===== src/rtl/beta_pkg.sv =====
// Shared definitions for the serial digit-wise subtractor.
//
// Contents:
//   DEF_WIDTH / DEF_DIGIT : default operand width and digit width in bits
//   ST_IDLE / ST_RUN / ST_DONE : FSM state encoding
//   cnt_width()           : width of the digit counter for a given digit count
package beta_pkg;

    localparam int DEF_WIDTH = 32;
    localparam int DEF_DIGIT = 4;

    localparam logic [1:0] ST_IDLE = 2'd0;
    localparam logic [1:0] ST_RUN  = 2'd1;
    localparam logic [1:0] ST_DONE = 2'd2;

    // clog2 of the digit count, kept at least one bit wide so a
    // single-digit configuration still has a legal counter vector.
    function automatic int cnt_width(input int n);
        return (n > 1) ? $clog2(n) : 1;
    endfunction

endpackage


===== src/rtl/digit_sub_beta.sv =====
// One digit of the serial subtractor: a - b - borrow_in.
//
// Ports:
//   a          : minuend digit
//   b          : subtrahend digit
//   borrow_in  : borrow from the next-lower digit
//   diff       : digit of the difference
//   borrow_out : borrow into the next-higher digit
module digit_sub_beta #(
    parameter int DIGIT = 4
) (
    input  logic [DIGIT-1:0] a,
    input  logic [DIGIT-1:0] b,
    input  logic             borrow_in,
    output logic [DIGIT-1:0] diff,
    output logic             borrow_out
);

    // One bit wider than the digit: the extra top bit goes to one exactly
    // when the subtraction underflows, which is the outgoing borrow.
    logic [DIGIT:0] wide;

    assign wide       = {1'b0, a} - {1'b0, b} - {{DIGIT{1'b0}}, borrow_in};
    assign diff       = wide[DIGIT-1:0];
    assign borrow_out = wide[DIGIT];

endmodule


===== src/rtl/sub_beta_serial.sv =====
// Serial subtractor: out_diff = in_sum - in_addend (mod 2^WIDTH), processed
// DIGIT bits per cycle, least significant digit first.
//
// Ports:
//   clock      : single clock, rising edge
//   reset_n    : asynchronous active-low reset
//   in_valid   : operand pair valid       in_ready  : block idle, accepts operands
//   in_sum     : minuend                  in_addend : subtrahend
//   out_valid  : result valid (DONE)      out_ready : consumer accepts result
//   out_diff   : difference (partial while running, qualify with out_valid)
//   out_borrow : set when in_sum < in_addend (unsigned)
//
// Timing: operands accepted at edge T, out_valid high from edge T+N where
// N = WIDTH/DIGIT; the result is held until out_ready, then back to IDLE.
module sub_beta_serial
    import beta_pkg::*;
#(
    parameter int WIDTH = DEF_WIDTH,
    parameter int DIGIT = DEF_DIGIT
) (
    input  logic             clock,
    input  logic             reset_n,
    input  logic             in_valid,
    output logic             in_ready,
    input  logic [WIDTH-1:0] in_sum,
    input  logic [WIDTH-1:0] in_addend,
    output logic             out_valid,
    input  logic             out_ready,
    output logic [WIDTH-1:0] out_diff,
    output logic             out_borrow
);

    localparam int N     = WIDTH / DIGIT;
    localparam int CNT_W = cnt_width(N);
    localparam logic [CNT_W-1:0] LAST_DIGIT = CNT_W'(N - 1);

    logic [1:0]       state_reg;
    logic [WIDTH-1:0] sum_reg;
    logic [WIDTH-1:0] addend_reg;
    logic [WIDTH-1:0] diff_reg;
    logic [WIDTH-1:0] diff_next;
    logic [CNT_W-1:0] cnt_reg;
    logic             borrow_reg;
    logic             out_borrow_reg;

    logic [DIGIT-1:0] slice_diff;
    logic             slice_borrow;

    // The captured operands are shifted right one digit per RUN cycle, so the
    // digit being worked on always sits in the low DIGIT bits.
    digit_sub_beta #(
        .DIGIT (DIGIT)
    ) u_digit (
        .a          (sum_reg[DIGIT-1:0]),
        .b          (addend_reg[DIGIT-1:0]),
        .borrow_in  (borrow_reg),
        .diff       (slice_diff),
        .borrow_out (slice_borrow)
    );

    // The difference is assembled in place: only the digit selected by the
    // counter is replaced, so out_diff shows the low digits finished so far.
    generate
        for (genvar gi = 0; gi < N; gi++) begin : g_diff_slice
            assign diff_next[gi*DIGIT +: DIGIT] =
                (state_reg == ST_RUN && cnt_reg == CNT_W'(gi))
                    ? slice_diff
                    : diff_reg[gi*DIGIT +: DIGIT];
        end
    endgenerate

    always_ff @(posedge clock or negedge reset_n) begin
        if (!reset_n) begin
            state_reg      <= ST_IDLE;
            sum_reg        <= '0;
            addend_reg     <= '0;
            diff_reg       <= '0;
            cnt_reg        <= '0;
            borrow_reg     <= 1'b0;
            out_borrow_reg <= 1'b0;
        end else begin
            case (state_reg)
                ST_IDLE: begin
                    if (in_valid) begin
                        sum_reg        <= in_sum;
                        addend_reg     <= in_addend;
                        diff_reg       <= '0;
                        cnt_reg        <= '0;
                        borrow_reg     <= 1'b0;
                        out_borrow_reg <= 1'b0;
                        state_reg      <= ST_RUN;
                    end
                end
                ST_RUN: begin
                    diff_reg   <= diff_next;
                    sum_reg    <= sum_reg >> DIGIT;
                    addend_reg <= addend_reg >> DIGIT;
                    borrow_reg <= slice_borrow;
                    if (cnt_reg == LAST_DIGIT) begin
                        // Borrow out of the top digit is the unsigned
                        // "sum < addend" flag.
                        out_borrow_reg <= slice_borrow;
                        cnt_reg        <= '0;
                        state_reg      <= ST_DONE;
                    end else begin
                        cnt_reg <= cnt_reg + CNT_W'(1);
                    end
                end
                ST_DONE: begin
                    if (out_ready) begin
                        state_reg <= ST_IDLE;
                    end
                end
                default: begin
                    state_reg <= ST_IDLE;
                end
            endcase
        end
    end

    // Handshake flags decode straight from the state register, so an
    // asynchronous reset updates them without waiting for a clock edge.
    assign in_ready   = (state_reg == ST_IDLE);
    assign out_valid  = (state_reg == ST_DONE);
    assign out_diff   = diff_reg;
    assign out_borrow = out_borrow_reg;

endmodule


===== config.mk =====
export PLATFORM = sky130hd
export DESIGN_NAME = sub_beta_serial
export DESIGN_NICKNAME = d
export VERILOG_FILES = /design/src/rtl/beta_pkg.sv /design/src/rtl/digit_sub_beta.sv /design/src/rtl/sub_beta_serial.sv
export SDC_FILE = /design/constraint.sdc
export NUM_CORES = 1
export LEC_CHECK = 0
export BUFFER_PORTS_ARGS = -buffer_cell sky130_fd_sc_hd__buf_2
export CORE_MARGIN = 5
export CORE_UTILIZATION = 45
export DETAILED_ROUTE_END_ITERATION = 16
export PLACE_DENSITY = 0.73
export SLEW_MARGIN = 20
export SYNTH_ARGS = -nofsm -noshare
export SYNTH_HDL_FRONTEND = slang
export SYNTH_SLANG_ARGS = --single-unit
export TNS_END_PERCENT = 10

===== constraint.sdc =====
create_clock -name clock -period 2.6 [get_ports clock]
set_input_delay 0.13 -clock clock [delete_from_list [all_inputs] [get_ports clock]]
set_output_delay 0.13 -clock clock [all_outputs]
set_load 0.1 [all_outputs]

# Word-level counts from Yosys, hierarchy flattened
# Cells that the tools add are included.
# word_totals
ff_bits	103
in_bits	68
out_inout_bits	35
word_cells	84
# op_classes
add_sub_neg	3
eq_ne	20
n_mux	25
reduce_logical	22
# ops
operator	n
one-hot mux 32 bit (2 select lines)	3
2-to-1 mux 32 bit	3
2-to-1 mux 4 bit	8
AND reduction 3 bit	10
inequality test 2 x 1 -> 1 bit (second input constant)	10
== test 3 bit (second input constant)	4
logical AND 1 bit	8
== test 3 x 2 -> 1 bit (second input constant)	2
2-to-1 mux 2 bit	3
2-to-1 mux 3 bit	2
one-hot mux 2 bit (3 select lines)	1
one-hot mux 3 bit (2 select lines)	1
subtractor 4 x 4 -> 5 bit	1
subtractor 5 x 1 -> 5 bit	1
one-hot mux 1 bit (2 select lines)	2
adder 3 x 1 -> 3 bit (second input constant)	1
== test 3 x 1 -> 1 bit (second input constant)	1
logical NOT 3 bit	1
== test 2 x 1 -> 1 bit (second input constant)	1
== test 2 bit (second input constant)	1
logical NOT 2 bit	1
2-to-1 mux 1 bit	2
inequality test 2 bit (second input constant)	1
AND reduction 2 bit	1
nonzero test 2 bit	1

# Logic depth before layout (Yosys ltp)
# logic_depth
depth_word	4
depth_mapped	8
ltp_nobuf	7

# Hierarchy
# A second synthesis with hierarchy kept.
# hier_totals
hier_cells	431
area_unflattened_um2	4827.1
# modules_own_cells
module	instances	cells_per_inst	area_each_um2	seq_area_each_um2
sub_beta_serial	1	407	4619.4	2577.5
digit_sub_beta	1	24	207.7	0.0

# Worst setup path before layout
# Ideal clock, no wire load.
# synth_path
path_type	register -> output
start	register state_reg[1]
end	output in_ready
arrival_time_ns	1.858
t_required_ns	2.470
path_slack_ns	0.612
path_stages_with_launch	3
n_path_buf	1
path_cell_list	dfrtp_1 -> buf_2 -> nor2_1
# synth_via
elab_chain_cells	1
# synth_lines
item	line_no	text
start: declaration	sub_beta_serial.sv:37	logic [1:0] state_reg;
start signal: assignment	sub_beta_serial.sv:74	state_reg <= ST_IDLE;
start signal: assignment	sub_beta_serial.sv:91	state_reg <= ST_RUN;
start signal: assignment	sub_beta_serial.sv:104	state_reg <= ST_DONE;
logical NOT 2 bit	sub_beta_serial.sv:123	assign in_ready = (state_reg == ST_IDLE);
end: declaration	sub_beta_serial.sv:24	output logic in_ready,
# No other way between the ends.

# Final worst setup path
# layout_path
start	register sum_reg[0]
end	register diff_reg[29], in the netlist out_diff[29]
# layout_via
elab_chain_cells	4
# layout_lines
item	line_no	text
start: declaration	sub_beta_serial.sv:38	logic [WIDTH-1:0] sum_reg;
start signal: assignment	sub_beta_serial.sv:85	sum_reg <= in_sum;
start signal: assignment	sub_beta_serial.sv:96	sum_reg <= sum_reg >> DIGIT;
subtractor 4 x 4 -> 5 bit	digit_sub_beta.sv:23	assign wide = {1'b0, a} - {1'b0, b} - {{DIGIT{1'b0}}, borrow_in};
subtractor 5 x 1 -> 5 bit	digit_sub_beta.sv:23	
2-to-1 mux 4 bit	sub_beta_serial.sv:67	? slice_diff
one-hot mux 32 bit (2 select lines)	sub_beta_serial.sv:82	case (state_reg)
end signal: assignment	sub_beta_serial.sv:95	diff_reg <= diff_next;
end: declaration	sub_beta_serial.sv:40	logic [WIDTH-1:0] diff_reg;
# No other way between the ends. The select of a mux whose other input is x is not followed.
# A chain may end at the register's enable or synchronous reset.

==> summary.md <==
| Metric | Value |
|---|---|
| Met3 WL | 584 um |
| IO Pins | around 100 |
| Htree depth | 3 |
| R2R Path Start | sum_reg[0] |
| TritonCTS clock tree | yes |
| Core area | 0.0103 mm2 |
| Met1 WL | 5120 um |
| Pwr Density | around 1500 mW/mm2 |
| Top Metal Used | met4 |
| Post-Synth Simple-Gate Area | 0.199 |
| Commonest cells after routing, fill and taps aside | nand2_1, dfrtp_1, buf_2 |
| Relative slew slack | 0.407 |
| Worst VDD drop | about 0.0012 V |
| CP Launch Type | flop |
| Finish-stage setup viols | 0 |
| Worst setup margin | between 0.3 and 0.4 ns |
| Worst-path clk slew | 0.12 ns |
| Final Max Tran Viols | 0 |
| Mean Syn Cell Area | 9.34 um2 |
| Fillers | 931 |
| Worst-path fanout max | 8 |
| Total grt overflow | 0 |
| Mux contribution to synthesized area | 0.0471 |
| Deepest clock path buffer count | 2 |
| Routed WL per cell | 14.5 um |
| Crit path required time | 2.91 ns |
| CP Capture Type | flop |
| Number of synthesized register bits | 103 |
| Area delta synth->final | 24.1% |
| Die Ht | 113 um |
| Post-route ant nets | 0 |
| Fmax | 0.450 GHz |
| Clock Skew | 0.0176 ns |
| CP max stage cell | nor3b_2 |
| First-pass GRT wire length | 19200 um |
| Final Hold Fails | 0 |
| Sequential cell area fraction in the yosys report | 0.539 |
| DRC viols | 0 |
| Overall routed net length | 11200 um |
| Arr. time, crit path | between 2 and 3 ns |
| Sequential cell area | 0.00258 mm2 |
| Adder-cell share of the synthesized area | 0.0398 |
| Area contributors post-synth | dfrtp_1, nand2_1, a31oi_1 |
| Hold path start | in_addend[4] |
| Antenna diode instance count | 0 |
| Initial Util | 0.463 |
| Die area | around 0.013 mm2 |
| PortBufs | 102 |
| RSZ-0062 raised after global routing | false |
| Synthesized net count | 594 |
| Routability cong. | 0.785 |
| Critical Path Source | sum_reg[0] |
| CTS root buf | clkbuf_8 |
| Fin crit period | 2.22 ns |
| Worst-Skew Late Latency | 0.38 ns |
| Ratio of cells with drive above 1 in the final layout | 0.247 |
| Detailed placement HPWL | 7690 um |
| GRT Util Overall | 0.181 |
| Mapped Area | between 0.004 and 0.005 mm2 |
| CTS Sinks | 103 |
| Max-Cap Viols | 0 |
| DRT iter0 DRCs | 232 |
| Critical path cell sequence | fa_1 -> inv_1 -> fa_1 -> nor3b_2 -> o21ai_0 -> o21ai_0 |
| Final core occ | 0.575 |
| Final period util | 0.854 |
| Place WS | 0.314 ns |
| Worst-Margin Slew | 0.890 ns |
| Number of antenna violations at the first check in global routing | 0 |
| Largest net degree at the start of global routing | 81 |
| CP top delay family | adder cells |
| Vias/cell | 5.17 |
| Nets | 713 |
| Post-synth cell types | 32 |
| Die X | 113 um |
| Xor and xnor area share after synthesis | 0.00366 |
| Status | finished clean |
| Post-synth top area cell | dfrtp_1 |
| Met2 wire len | 5410 um |
| Commonest non-fill, non-tap cell in the layout | nand2_1 |
| Synth Area in Compound Gates | 0.124 |
| Setup Buffers After CTS | 0 |
| Largest family of logic cells by synthesized area | simple AND/OR/NAND/NOR gates |
| CP max stage delay | 0.50 ns |
| Yosys warns | 0 |
| HP Class | input pin to flop |
| Vias in the first global route | 4047 |
| Area of the multi-input gates | between 0.0015 and 0.002 mm2 |
| WP buf/inv | 1 |
| Drt pass-1 iters | 4 |
| Leakage power | 2.91 nW |
| Via count | ~4000 |
| Setup TNS Final | 0 ns |
| Setup CP Type | flop to flop |
| Row count | 37 |
| Top cell type's share of synthesized area | 0.539 |
| Syn Inst Count | 512 |
| Num CTS Buffers | 9 |
-- synth_stat cells --
master	instances
clkbuf_1	18
nand3b_1	6
a31oi_1	56
o31ai_1	2
nor2b_1	2
mux2_2	19
o2bb2ai_1	1
buf_2	9
nand2b_1	5
mux2_1	1
a21oi_2	5
or3b_1	1
a21boi_1	1
a2bb2oi_1	1
and3b_1	2
buf_1	7
nand2_1	130
a32o_1	2
a21bo_2	1
o32ai_1	8
xor2_1	1
o21ai_0	8
ha_1	12
nor2_1	60
fa_1	2
a21oi_1	2
dfrtp_1	103
xnor2_1	1
nand3_1	20
inv_1	23
a22o_1	1
nor3b_2	2
-- final timing paths --
| check | endpoint | slack [ns] | depth (start not counted) |
|---|---|---|---|
| max | out_diff[29] | 0.38 | 6 |
| min | addend_reg[4] | 0.009 | 3 |
| max reg2reg | out_diff[29] | 0.38 | 6 |
| min reg2reg | out_diff[16] | 0.51 | 1 |
| max in group asynchronous | cnt_reg[0] | 1.42 | 3 |
| min in group asynchronous | sum_reg[16] | 0.41 | 2 |
-- cell type report --
class | instances | share of cell area
sequential | 103 | 0.434
multi-input combinational | 352 | 0.336
timing repair buffer | 142 | 0.154
tap | 136 | 0.0287
clock buffer | 9 | 0.0209
inverter | 23 | 0.0145
clock inverter | 7 | 0.0120
-- worst reg2reg max path: cells and delay by family, from the launching register on --
| kind | cells | cell delay, ns |
|---|---|---|
| AOI/OAI and AO/OA | 2 | 0.26 |
| and+or+nand+nor | 1 | 0.50 |
| DFF | 1 | 0.42 |
| buffers and inverters | 1 | 0.10 |
| adders and majority gates | 2 | 0.89 |
-- per-stage QoR --
step | cell area (um2) | hold WS [ns] | power [W] | std cells
global route | 5940 | 0.00307 | 0.00953 | 772
finish | 5940 | 0.00939 | 0.00887 | 772
floorplan | 4780 | -0.166 | 0.00677 | 512
detailed placement | 5440 | 0.308 | 0.00788 | 726
CTS | 5940 | 0.000130 | 0.00893 | 772
global placement | 5440 | 0.306 | 0.00772 | 726
-- report_power, final --
group          switching [W]  internal (W)  leakage [nW]
sequential          0.000455       0.00235          1.24
clock               0.000621      0.000383         0.102
combinational        0.00355       0.00152          1.56
total                0.00462       0.00425          2.91
-- per-layer routing --
metal | GRT usage | up-vias
li1 | - | 1960
met1 | 0.246 | 1928
met2 | 0.300 | 92
met3 | 0.0337 | 9
met4 | 0.0473 | 0
met5 | 0 | -
-- cells by family (layout without fill, tap and decap cells) --
| group | count (synthesis) | count (layout) |
|---|---|---|
| and+or+nand+nor | 228 | 228 |
| buffers and inverters | 57 | 181 |
| adders and majority gates | 14 | 14 |
| xor gates and xnor gates | 2 | 2 |
| muxes | 20 | 20 |
| AOI/OAI and AO/OA | 88 | 88 |
| DFF | 103 | 103 |
-- timing repair --
item / in CTS / in global routing
hold endpoints to repair: 97 / 0
gates resized for setup: 0 / 0
hold buffers: 30 / 0
Power figures use the tool's default switching activity.
